<file path="src/rtl/logic_op_issuer_pkg.sv">
// Shared types and constants for the logic-unit issue/collect slice.
package logic_op_issuer_pkg;

  // Operation select understood by the logic unit: OP0=XOR, OP1=OR, anything else AND.
  typedef enum logic [1:0] {
    OP0 = 2'd0,
    OP1 = 2'd1,
    OP2 = 2'd2,
    OP3 = 2'd3
  } instruction_type;

  // Result latency of the registered logic unit, shared so unit and issuer agree.
  localparam int LU_LAT_DEF = 1;

  // Default tag width used by the response entry view.
  localparam int TAG_W_DEF = 4;

  // One buffered response: unit result plus the request tag it belongs to.
  typedef struct packed {
    logic [31:0]          result;
    logic [TAG_W_DEF-1:0] tag;
  } resp_entry_t;

  // Occupancy class of the issuer: empty, partially used, no credits left.
  typedef enum logic [1:0] {
    IDLE = 2'd0,
    RUN  = 2'd1,
    FULL = 2'd2
  } issue_state_t;

endpackage

</file>
<file path="src/rtl/logic_op_issuer_resp_fifo.sv">
// First-word-fall-through response FIFO with synchronous flush and count output.
module resp_fifo
  import logic_op_issuer_pkg::*;
#(
  parameter int DEPTH = 4,
  parameter int WIDTH = 36
) (
  input  logic                     clk,
  input  logic                     reset,
  input  logic                     push,
  input  logic [WIDTH-1:0]         push_data,
  input  logic                     pop,
  input  logic                     flush,
  output logic [WIDTH-1:0]         pop_data,
  output logic                     empty,
  output logic [$clog2(DEPTH):0]   count
);

  localparam int AW = $clog2(DEPTH);
  localparam int CW = AW + 1;

  logic [WIDTH-1:0] mem [DEPTH];
  logic [AW-1:0]    wr_ptr;
  logic [AW-1:0]    rd_ptr;
  logic             full;
  logic             pop_ok;
  logic             push_ok;

  assign empty   = (count == '0);
  assign full    = (count == CW'(DEPTH));
  assign pop_ok  = pop && !empty;
  assign push_ok = push && (!full || pop_ok);

  // Head entry is visible without a pop; an empty FIFO presents zeros.
  assign pop_data = empty ? '0 : mem[rd_ptr];

  // Storage array needs no reset; the count decides what is visible.
  always_ff @(posedge clk) begin
    if (push_ok && !flush) begin
      mem[wr_ptr] <= push_data;
    end
  end

  // Pointer and count bookkeeping; flush wins over any push or pop.
  always_ff @(posedge clk or posedge reset) begin
    if (reset) begin
      wr_ptr <= '0;
      rd_ptr <= '0;
      count  <= '0;
    end else if (flush) begin
      wr_ptr <= '0;
      rd_ptr <= '0;
      count  <= '0;
    end else begin
      if (push_ok) wr_ptr <= wr_ptr + AW'(1);
      if (pop_ok)  rd_ptr <= rd_ptr + AW'(1);
      if (push_ok && !pop_ok)      count <= count + CW'(1);
      else if (pop_ok && !push_ok) count <= count - CW'(1);
    end
  end

endmodule

</file>
<file path="src/rtl/logic_op_issuer.sv">
// Issue/collect front-end: feeds the registered logic unit, tracks its latency
// with a tag pipe, and returns tagged results in order through a response FIFO.
module logic_op_issuer
  import logic_op_issuer_pkg::*;
#(
  parameter int TAG_W  = 4,
  parameter int DEPTH  = 4,
  parameter int LU_LAT = LU_LAT_DEF
) (
  input  logic            clk,
  input  logic            reset,
  input  logic            req_valid,
  output logic            req_ready,
  input  logic [31:0]     req_opA,
  input  logic [31:0]     req_opB,
  input  instruction_type req_op,
  input  logic [TAG_W-1:0] req_tag,
  input  logic            flush,
  output logic [31:0]     lu_opA,
  output logic [31:0]     lu_opB,
  output instruction_type lu_op,
  input  logic [31:0]     lu_result,
  output logic            rsp_valid,
  input  logic            rsp_ready,
  output logic [31:0]     rsp_result,
  output logic [TAG_W-1:0] rsp_tag,
  output logic            busy
);

  localparam int CW = $clog2(DEPTH) + 1;
  localparam logic [CW:0] DEPTH_V = (CW+1)'(DEPTH);

  issue_state_t     state, next_state;
  logic [LU_LAT:0]  pipe_v;
  logic [TAG_W-1:0] pipe_tag [LU_LAT+1];
  logic [CW-1:0]    inflight, next_inflight;
  logic [CW-1:0]    fifo_count, next_fifo_count;
  logic [CW:0]      next_occ;
  logic             accept, capture, push, pop, fifo_empty;
  logic [31+TAG_W:0] fifo_out;

  // Credits come only from registered state, so pops free a slot next cycle.
  assign req_ready = !reset && (state != FULL) && !flush;
  assign busy      = (state != IDLE);
  assign accept    = req_valid && req_ready;
  assign capture   = pipe_v[LU_LAT];
  assign push      = capture && !flush;
  assign rsp_valid = !fifo_empty;
  assign pop       = rsp_valid && rsp_ready && !flush;
  assign rsp_result = fifo_out[31+TAG_W:TAG_W];
  assign rsp_tag    = fifo_out[TAG_W-1:0];

  // Operand registers toward the logic unit; they hold when nothing is accepted.
  always_ff @(posedge clk or posedge reset) begin
    if (reset) begin
      lu_opA <= '0;
      lu_opB <= '0;
      lu_op  <= OP0;
    end else if (accept) begin
      lu_opA <= req_opA;
      lu_opB <= req_opB;
      lu_op  <= req_op;
    end
  end

  // Tag/valid shift pipe matching the unit latency; the last stage marks capture.
  always_ff @(posedge clk or posedge reset) begin
    if (reset) begin
      pipe_v <= '0;
      for (int i = 0; i <= LU_LAT; i++) pipe_tag[i] <= '0;
    end else if (flush) begin
      pipe_v <= '0;
    end else begin
      pipe_v[0]   <= accept;
      pipe_tag[0] <= req_tag;
      for (int i = 1; i <= LU_LAT; i++) begin
        pipe_v[i]   <= pipe_v[i-1];
        pipe_tag[i] <= pipe_tag[i-1];
      end
    end
  end

  // Count of ops issued but not yet captured into the FIFO.
  always_ff @(posedge clk or posedge reset) begin
    if (reset)      inflight <= '0;
    else if (flush) inflight <= '0;
    else            inflight <= next_inflight;
  end

  // Occupancy state register.
  always_ff @(posedge clk or posedge reset) begin
    if (reset) state <= IDLE;
    else       state <= next_state;
  end

  // Next occupancy from this cycle's accept/capture/push/pop, classified into a state.
  always_comb begin
    next_inflight   = inflight;
    next_fifo_count = fifo_count;
    next_state      = state;
    if (accept && !capture)      next_inflight = inflight + CW'(1);
    else if (capture && !accept) next_inflight = inflight - CW'(1);
    if (push && !pop)            next_fifo_count = fifo_count + CW'(1);
    else if (pop && !push)       next_fifo_count = fifo_count - CW'(1);
    next_occ = {1'b0, next_fifo_count} + {1'b0, next_inflight};
    if (flush)                    next_state = IDLE;
    else if (next_occ == '0)      next_state = IDLE;
    else if (next_occ >= DEPTH_V) next_state = FULL;
    else                          next_state = RUN;
  end

  resp_fifo #(
    .DEPTH (DEPTH),
    .WIDTH (32 + TAG_W)
  ) u_resp_fifo (
    .clk       (clk),
    .reset     (reset),
    .push      (push),
    .push_data ({lu_result, pipe_tag[LU_LAT]}),
    .pop       (pop),
    .flush     (flush),
    .pop_data  (fifo_out),
    .empty     (fifo_empty),
    .count     (fifo_count)
  );

endmodule
</file>
<file path="config.mk">
export PLATFORM = sky130hd
export DESIGN_NAME = logic_op_issuer
export DESIGN_NICKNAME = d
export VERILOG_FILES = /design/src/rtl/logic_op_issuer_pkg.sv /design/src/rtl/logic_op_issuer_resp_fifo.sv /design/src/rtl/logic_op_issuer.sv
export SDC_FILE = /design/constraint.sdc
export NUM_CORES = 1
export LEC_CHECK = 0
export ABC_CLOCK_PERIOD_IN_PS = 9150
export CORE_AREA = 10 10 156 158
export CTS_CLUSTER_DIAMETER = 30
export DETAILED_ROUTE_END_ITERATION = 16
export DIE_AREA = 0 0 166 168
export PLACE_DENSITY = 0.75
export SETUP_SLACK_MARGIN = 0.5
export SLEW_MARGIN = 0
export SYNTH_ARGS = -nofsm -noshare
export SYNTH_HDL_FRONTEND = slang
export SYNTH_SLANG_ARGS = --single-unit
</file>
<file path="constraint.sdc">
create_clock -name clk -period 9.15 [get_ports clk]
set_clock_uncertainty 0.15 [all_clocks]
set_input_delay 1.3725 -clock clk [delete_from_list [all_inputs] [get_ports clk]]
set_output_delay 1.3725 -clock clk [all_outputs]
set_load 0.005 [all_outputs]
</file>
==> reports/metrics.yaml, run 1 <==
yosysMostFrequentCell: "edfxtp_1"
num_vias: 5377
viasPerCell: 5.07
grt_max_degree: 72
p_total_mw: 4.02
critPathMaxFanout: 44
arrival_ps: 2860
cts_tree: "yes"
routed_wl_mm: 21.5
ys_types: 49
avgSynthCellArea_um2: 18.4
power_switching_mw: 1.01
place_ws_ps: 4200
clkTransAtPathRegs_ps: 50
synth_area_um2: 9400
cts_hold_buf: 0
multi_input_area_um2: 2630
drive_gt1_share_pct: 26.5
fmax_mhz: 228
hpwlAfterDp_mm: 13.9
portBuffers: 211
synth.area.top_cells: "edfxtp_1, dfrtp_1, mux2_2"
rows: 54
finalSetupViolCount: 0
wl_per_cell_um: 20.3
hold_class: "flip-flop to flip-flop"
synthToLayoutAreaGrowth_pct: 41.0
htreeDepth: 2
fin_util_pct: 61.9
clkLatencyLatePin_ps: 510
drt_iter0_markers: 356
grt_util_all_layers_pct: 15.2
grt_pass1_vias: 6158
nets: 868
yosysWarnings: 0
synthFlopType: "edfxtp_1"
antenna_found_initial: 0
outcome: "finished, final reports clean"
hold_viol_final: 0
cts_buffers: 45
drt-pass1-iter-count: 4
grt.overflow.total: 0
cp.required_ps: 7630
end_kind: "output port"
pwr-share-comb_pct: 26.1
clockPowerShare_pct: 40.8
synth_top_area_share_pct: 46.0
die_x_um: 166
synthTopCellsByCount: "edfxtp_1, dfrtp_1, mux2_2"
p_int_mw: 3.01
finalCriticalPeriod_ps: 4380
route.detailed.drc: 0
seq_area_um2: 6530
synth_seq_area_share_pct: 69.4
drv_slew: 0
cts_setup_buffers: 0
mappedNetlistNets: 632
io_pins: 212
period_share_pct: 47.9
diodes: 0
synth_top_cell_by_area: "edfxtp_1"
fill_cells: 1509
setup-tns-final_ps: 0
p_seq_share_pct: 33.1
synthCells: 512
critPathLaunchType: "flip-flop"
cts-root-buf: "clkbuf_16"
maxCapViolCount: 0
final.setup.worst_slack_ps: 4770
place.gp.congestion: 0.785
synth_edf_count: 144
clkSinkCount: 232
start_util_pct: 43.9
setup.worst_path.class: "flip-flop to output port"
powerDensity_nw_per_um2: 304
cts.path.max_buffers: 3
leakage_nw: 4.85
maxSlewHeadroom_pct: 32.0
p_sw_share_pct: 25.2
synthArstFlopShare_pct: 37.9
synth_seq_cells: 232
peakVddDrop_mv: 0.174
rsz0062_at_grt: "false"
ant_nets: 0
worst_pin_slew_ps: 1020
grt_pass1_wl_mm: 34.1
core_um2: 21400
ctsResizeCount: 0
die_h_um: 168
dieArea_um2: 27900
## power groups by stage
| stage | combinational (mW) | sequential [mW] | clock (mW) |
|---|---|---|---|
| 2_1_floorplan | 0.489 | 1.33 | 0 |
| 3_3_place_gp | 1.04 | 1.34 | 0 |
| 3_5_place_dp | 1.07 | 1.34 | 0 |
| 4_1_cts | 1.07 | 1.33 | 1.68 |
| 5_1_grt | 1.15 | 1.35 | 1.73 |
| 6_report | 1.05 | 1.33 | 1.64 |
## stage by stage
stage,hold slack [ps],instance area [um2],std cells
finish,308,13300,1061
global route,334,13300,1061
CTS,320,13300,1061
detailed placement,310,11700,981
global placement,293,11700,981
floorplan,289,9400,512
## critical path, stage by stage (launching register included)
cell and delay [ps]:
dfrtp_1 480, inv_1 120, ha_1 260, nor2b_4 160, inv_2 520, and2_1 270
clkdlybuf4s50_1 520
## worst paths after layout
| check | from | slack, ps | end | cells after the start |
|---|---|---|---|---|
| max | u_resp_fifo.count[1] | 4770 | rsp_result[9] | 6 |
| min | pipe_v[0] | 310 | pipe_v[1] | 1 |
| max reg2reg | u_resp_fifo.count[1] | 5360 | state[0] | 11 |
| min reg2reg | pipe_v[0] | 310 | pipe_v[1] | 1 |
| max in group asynchronous | reset | 6570 | lu_opB[15] | 3 |
| min in group asynchronous | reset | 1100 | inflight[2] | 2 |
## state kept, by name, summed over array words and instances (netlist names)
name,flops
u_resp_fifo.rd_ptr,2
u_resp_fifo.mem,144
lu_opA,32
pipe_tag,8
lu_op,2
u_resp_fifo.count,3
u_resp_fifo.wr_ptr,2
inflight,3
state,2
lu_opB,32
pipe_v,2
## placed cells by master (no fill, tap or decap), types with 8 or more instances in the layout
master / synthesis / layout
clkinv_2: 0 / 8
nor2_1: 8 / 8
mux2_2: 76 / 76
ha_1: 12 / 12
edfxtp_1: 144 / 144
clkdlybuf4s50_1: 0 / 211
dfrtp_1: 88 / 86
clkbuf_16: 0 / 47
and2_1: 40 / 36
mux4_2: 36 / 36
inv_1: 11 / 10
a21oi_1: 9 / 9
## layer usage
metal  global-route usage, %  share of wire (%)  vias up
li1                        -                  -     2426
met1                    17.4                 39     2651
met2                    24.3                 47      262
met3                    7.92                 12       38
met4                    4.66                1.9        0
met5                       0                  0        -
## area by class of cell
| cell class | instances | area share, % |
|---|---|---|
| flip-flops and latches | 232 | 49.3 |
| clock buffers | 51 | 9.14 |
| clock inverters | 29 | 2.57 |
| multi-input cells | 242 | 19.9 |
| repair buffers | 215 | 16.2 |
| well taps | 280 | 2.64 |
| inverters | 12 | 0.349 |
## cell families after synthesis
logic type	count (synthesis)	share of synthesized area (%)
xor gates and xnor gates	8	0.745
and+or+nand+nor	78	5.17
DFF	232	69.4
adders and majority gates	13	1.81
AOI/OAI and AO/OA	28	2.09
muxes	115	18.1
buffers and inverters	38	2.69
Power figures use the tool's default switching activity.
==> inputs of run 2 (changes only) <==
--- a/config.mk
+++ b/config.mk
@@ -5,12 +5,12 @@
 export SDC_FILE = /design/constraint.sdc
 export NUM_CORES = 1
 export LEC_CHECK = 0
-export ABC_CLOCK_PERIOD_IN_PS = 9150
+export ABC_CLOCK_PERIOD_IN_PS = 3700
 export CORE_AREA = 10 10 156 158
 export CTS_CLUSTER_DIAMETER = 30
 export DETAILED_ROUTE_END_ITERATION = 16
 export DIE_AREA = 0 0 166 168
-export PLACE_DENSITY = 0.75
+export PLACE_DENSITY = 0.78
 export SETUP_SLACK_MARGIN = 0.5
 export SLEW_MARGIN = 0
 export SYNTH_ARGS = -nofsm -noshare
==> constraint.sdc (replaced) <==
create_clock -name clk -period 3.7 [get_ports clk]
set_clock_uncertainty 0.15 [all_clocks]
set_input_delay 0.555 -clock clk [delete_from_list [all_inputs] [get_ports clk]]
set_output_delay 0.555 -clock clk [all_outputs]
set_load 0.005 [all_outputs]
==> reports/metrics.yaml, run 2 (synthesis gave the netlist of run 1 again) <==
outcome: "finished, final reports clean"  # unchanged
drt_iter0_markers: 224  # was 356
drv_slew: 0  # unchanged
fmax_mhz: 320
htreeDepth: 2  # unchanged
rsz0062_at_grt: "true"  # was false
cts_hold_buf: 0  # unchanged
top_regs: "u_resp_fifo.mem x144, lu_opA x32, lu_opB x32"  # unchanged
die_h_um: 168  # unchanged
fill_cells: 1520  # was 1509
place.gp.congestion: 0.775  # was 0.785
layout_commonest_cell: "clkdlybuf4s50_1"  # unchanged
dpl_cell_area_um2: 11800  # was 11700 um2
pwr-share-comb_pct: 28.6  # was 26.1%
p_int_mw: 7.15  # was 3.01 mW
finalSetupViolCount: 0  # unchanged
antenna_found_initial: 0  # unchanged
leakage_nw: 4.82  # was 4.85 nW
hold_viol_final: 0  # unchanged
drt-pass1-iter-count: 4  # unchanged
period_share_pct: 84.6
start_util_pct: 43.9  # unchanged
synthToLayoutAreaGrowth_pct: 40.5  # was 41.0%
io_pins: 212  # unchanged
p_seq_share_pct: 34.1  # was 33.1%
cp.required_ps: 2990  # was 7630 ps
setup.worst_path.class: "flip-flop to output port"  # unchanged
nets: 874  # was 868
mostFrequentLayoutCells: "clkdlybuf4s50_1, edfxtp_1, dfrtp_1"  # unchanged
routed_wl_mm: 21.7  # was 21.5 mm
num_vias: 5461  # was 5377
final_cell_count_no_fill: 1065  # was 1061
clkTransAtPathRegs_ps: 40  # was 50 ps
cts.path.max_buffers: 3  # unchanged
peakVddDrop_mv: 0.465  # was 0.174 mV
arrival_ps: 2420  # was 2860 ps
finalInstanceArea_um2: 13200  # was 13300 um2
cts_tree: "yes"  # unchanged
ant_nets: 0  # unchanged
core_um2: 21400  # unchanged
die_x_um: 166  # unchanged
wl_per_cell_um: 20.4  # was 20.3 um
cts-root-buf: "clkbuf_16"  # unchanged
grt_pass1_vias: 6082  # was 6158
power_switching_mw: 2.47  # was 1.01 mW
grt_util_all_layers_pct: 15.0  # was 15.2%
holdPathStages: 1  # unchanged
portBuffers: 211  # unchanged
route.detailed.drc: 0  # unchanged
powerDensity_nw_per_um2: 729  # was 304 nW/um2
p_sw_share_pct: 25.7  # was 25.2%
post-place-cells: 990  # was 981
grt_pass1_wl_mm: 33.9  # was 34.1 mm
setup-tns-final_ps: 0  # unchanged
worst_r2r_path_depth: 12  # was 11
crit_path_top_delay_cell: "clkdlybuf4s50_1"  # was inv_2
regMostFlops: "u_resp_fifo.mem"  # unchanged
dieArea_um2: 27900  # unchanged
hpwlAfterDp_mm: 14.0  # was 13.9 mm
clockPowerShare_pct: 37.3  # was 40.8%
critPathMaxFanout: 41  # was 44
drive_gt1_share_pct: 26.8  # was 26.5%
clkLatencyLatePin_ps: 520  # was 510 ps
fin_util_pct: 61.7  # was 61.9%
rows: 54  # unchanged
maxSlewHeadroom_pct: 43.7  # was 32.0%
largest_reg_flops: 144  # unchanged
grt_max_degree: 71  # was 72
critPathLaunchType: "flip-flop"  # unchanged
crit_chain: "inv_1 > ha_4 > nor2b_4 > inv_2 > buf_12 > and2_1 > clkdlybuf4s50_1"  # was inv_1 > ha_1 > nor2b_4 > inv_2 > and2_1 > clkdlybuf4s50_1
finalCriticalPeriod_ps: 3130
worst_pin_slew_ps: 845  # was 1020 ps
clkSinkCount: 232  # unchanged
maxCapViolCount: 0  # unchanged
cp_slowest_stage_delay_ps: 520  # about the same
viasPerCell: 5.13  # was 5.07
grt.overflow.total: 0  # unchanged
end_kind: "output port"  # unchanged
hold_class: "flip-flop to flip-flop"  # unchanged
cts_buffers: 41  # was 45
diodes: 0  # unchanged
-- run 2: changes by cell type in the layout (fill, tap and decap cells not counted), moves of 2 or more --
cell	delta
clkbuf_1	+5
inv_6	-2
bufinv_16	-2
clkinv_4	-3
buf_4	+6
buf_12	+2
clkbuf_16	-5
-- run 2: worst paths after layout --
kind,start,end,slack [ps]
worst max register to register,u_resp_fifo.count[0],state[0],650
max in group asynchronous,reset,lu_opB[0],2200
worst min-delay path,pipe_v[0],pipe_v[1],310
worst max-delay path,u_resp_fifo.count[1],rsp_tag[0],570
min in group asynchronous,reset,lu_opA[18],390
worst min register to register,pipe_v[0],pipe_v[1],310
-- run 2: power by group through the flow --
stage / combinational [mW] / clock [mW] / sequential (mW)
finish: 2.75 / 3.59 / 3.28
global placement: 2.62 / 0 / 3.29
global route: 3.00 / 3.79 / 3.32
floorplan: 1.21 / 0 / 3.29
detailed placement: 2.68 / 0 / 3.31
CTS: 2.74 / 3.66 / 3.28
-- run 2: routing by layer --
metal | GRT usage, % | vias to the layer above | routed length [um] | part of all wire (%)
met5 | 0 | - | 0 | 0
met4 | 4.62 | 0 | 435 | 2.0
met3 | 7.50 | 43 | 2430 | 11
met2 | 23.8 | 251 | 10400 | 48
met1 | 17.6 | 2722 | 8420 | 39
li1 | - | 2445 | - | -
-- run 2: area by class of cell --
cell class / count / area [um2] / area share [%]
Inverter: 12 / 46.3 / 0.351
Clock buffer: 50 / 1080 / 8.18
Timing Repair Buffer: 225 / 2280 / 17.3
Multi-Input combinational cell: 242 / 2660 / 20.1
Sequential cell: 232 / 6530 / 49.5
Tap cell: 280 / 350 / 2.65
Clock inverter: 24 / 260 / 1.97
-- run 2: stage by stage --
step / setup slack (ps) / hold slack [ps] / total power [mW]
3_5_place_dp: 58.5 / 314 / 5.99
2_1_floorplan: 716 / 289 / 4.50
4_1_cts: 518 / 324 / 9.68
5_1_grt: 404 / 361 / 10.1
6_report: 571 / 315 / 9.62
3_3_place_gp: 289 / 298 / 5.91
-- run 2: worst max-delay path: cells and delay by family, from the launching register on --
family | cells | cell delay (ps)
buf+inv | 4 | 950
fa+ha+maj | 1 | 200
flops | 1 | 410
simple gates | 2 | 340
-- run 2: timing repair --
item                       4_1_cts  5_1_grt
setup buffers                    0        0
gates resized for setup          5        7
gates cloned                     0        1
setup endpoints to repair       38       26
pin swaps                        0        1
==> inputs of run 3 (changes only) <==
--- a/config.mk
+++ b/config.mk
@@ -5,7 +5,7 @@
 export SDC_FILE = /design/constraint.sdc
 export NUM_CORES = 1
 export LEC_CHECK = 0
-export ABC_CLOCK_PERIOD_IN_PS = 3700
+export ABC_CLOCK_PERIOD_IN_PS = 2750
 export CORE_AREA = 10 10 156 158
 export CTS_CLUSTER_DIAMETER = 30
 export DETAILED_ROUTE_END_ITERATION = 16
==> constraint.sdc (replaced) <==
create_clock -name clk -period 2.75 [get_ports clk]
set_clock_uncertainty 0.15 [all_clocks]
set_input_delay 0.4125 -clock clk [delete_from_list [all_inputs] [get_ports clk]]
set_output_delay 0.4125 -clock clk [all_outputs]
set_load 0.005 [all_outputs]
==> reports/metrics.yaml, run 3 (synthesis gave the netlist of run 1 again) <==
finalSetupViolCount: 0  # unchanged
maxSlewHeadroom_pct: 58.8  # was 43.7%
cp_slowest_stage_delay_ps: 380  # was 520 ps
crit_chain: "inv_2 > ha_4 > nor2b_4 > o21ai_2 > a21oi_2 > xnor2_2 > ha_2 > inv_2 > fa_2 > a211oi_2 > mux2i_1 > buf_4 > nor2_4 > nor2_1"  # was inv_1 > ha_4 > nor2b_4 > inv_2 > buf_12 > and2_1 > clkdlybuf4s50_1
wl_per_cell_um: 21.8  # was 20.4 um
route.met3.wl_mm: 2.32  # was 2.43 mm
cts_tree: "yes"  # unchanged
hold_class: "flip-flop to flip-flop"  # unchanged
grt_pass1_wl_mm: 38.0  # was 33.9 mm
die_h_um: 168  # unchanged
fill_cells: 1415  # was 1520
drv_slew: 0  # unchanged
critPathMaxFanout: 4  # was 41
rows: 54  # unchanged
wl_met1_mm: 9.41  # was 8.42 mm
grt_pass1_vias: 6633  # was 6082
drive_gt1_share_pct: 41.7  # was 26.8%
period_share_pct: 99.5
drt_iter0_markers: 333  # was 224
nets: 919  # was 874
cts-root-buf: "clkbuf_16"  # unchanged
p_total_mw: 15.3  # was 9.62 mW
finalCriticalPeriod_ps: 2740
largest_reg_flops: 144  # unchanged
die_x_um: 166  # unchanged
maxCapViolCount: 0  # unchanged
path_delay_family: "adder cells"  # was buffers and inverters
arrival_ps: 2990  # was 2420 ps
route.detailed.drc: 0  # unchanged
cts_hold_buf: 0  # unchanged
ant_nets: 0  # unchanged
top_regs: "u_resp_fifo.mem x144, lu_opA x32, lu_opB x32"  # unchanged
rsz0062_at_grt: "true"  # unchanged
diodes: 0  # unchanged
mostFrequentLayoutCells: "clkdlybuf4s50_1, edfxtp_1, dfrtp_1"  # unchanged
critPathLaunchType: "flip-flop"  # unchanged
routed_wl_mm: 24.3  # was 21.7 mm
setup.worst_path.class: "flip-flop to flip-flop"  # was flip-flop to output port
clkLatencyLatePin_ps: 520  # about the same
powerDensity_nw_per_um2: 1080  # was 729 nW/um2
core_um2: 21400  # unchanged
route.met2.wl_mm: 12.2  # was 10.4 mm
layout_commonest_cell: "clkdlybuf4s50_1"  # unchanged
final_cell_count_no_fill: 1115  # was 1065
post-place-cells: 1006  # was 990
synthToLayoutAreaGrowth_pct: 51.4  # was 40.5%
portBuffers: 211  # unchanged
io_pins: 212  # unchanged
drt-pass1-iter-count: 4  # unchanged
top_layer_used: "met4"  # unchanged
dieArea_um2: 27900  # unchanged
path_buf_inv: 3  # was 4
clkTransAtPathRegs_ps: 40  # about the same
grt_util_all_layers_pct: 17.1  # was 15.0%
antenna_found_initial: 0  # unchanged
fin_hold_ws_ps: 327  # was 315 ps
viasPerCell: 5.15  # was 5.13
htreeDepth: 2  # unchanged
leakage_nw: 5.40  # was 4.82 nW
hpwlAfterDp_mm: 14.7  # was 14.0 mm
ff2ff_setup_slack_ps: 10  # was 650 ps
worst_pin_slew_ps: 617  # was 845 ps
regMostFlops: "u_resp_fifo.mem"  # unchanged
grt.overflow.total: 0  # unchanged
place.gp.congestion: 0.758  # was 0.775
grt_max_degree: 68  # was 71
num_vias: 5738  # was 5461
cts.path.max_buffers: 3  # unchanged
cp_common_cell: "inv_2"
fmax_mhz: 366
cp.required_ps: 3000  # was 2990 ps
crit_path_top_delay_cell: "dfrtp_1"  # was clkdlybuf4s50_1
hold_viol_final: 0  # unchanged
end_kind: "flip-flop"  # was output port
cts_buffers: 46  # was 41
clkSinkCount: 232  # unchanged
start_util_pct: 43.9  # unchanged
outcome: "finished, final reports clean"  # unchanged
peakVddDrop_mv: 0.794  # was 0.465 mV
[run 3: what timing repair did]
item	in CTS	in global routing
endpoints found under the setup margin	107	40
pin swaps	39	3
cloned	5	1
gates resized for setup	217	34
buffers inserted	14	5
endpoints found under the hold margin	0	0
[run 3: per-layer routing]
metal,GRT usage [%],up-vias
met5,0,-
met4,4.66,0
met3,7.26,31
met2,29.2,263
met1,19.3,2904
li1,-,2540
[run 3: stage by stage]
step	worst slack [ps]	setup TNS [ps]	util, %	instance area [um2]
floorplan	25.4	0	-	9430
global placement	-208	-352	56.1	12000
detailed placement	-455	-850	56.1	12000
CTS	61.2	0	65.7	14100
global route	-114	-197	66.4	14200
finish	14.5	0	66.4	14200
[run 3: path summary, 6_finish.rpt]
kind	from	endpoint	cells past startpoint
max	u_resp_fifo.count[1]	state[1]	14
min	pipe_v[0]	pipe_v[1]	1
max reg2reg	u_resp_fifo.count[1]	state[1]	14
min reg2reg	pipe_v[0]	pipe_v[1]	1
max in group asynchronous	reset	lu_opA[19]	4
min in group asynchronous	reset	lu_opB[26]	3
[run 3: power breakdown]
group	leakage (nW)	total (mW)	internal (mW)	switching [mW]
combinational	2.25	5.07	3.18	1.89
sequential	2.35	4.41	4.14	0.278
clock	0.801	5.83	3.96	1.86
[run 3: layout make-up]
cell class	instances	area, um2	share of cell area, %
clock buffer	54	1260	8.87
clock inverter	30	397	2.79
inverter	12	51.3	0.361
multi-input combinational	242	2790	19.6
sequential	232	6530	45.9
tap	280	350	2.46
timing repair buffer	265	2850	20.0
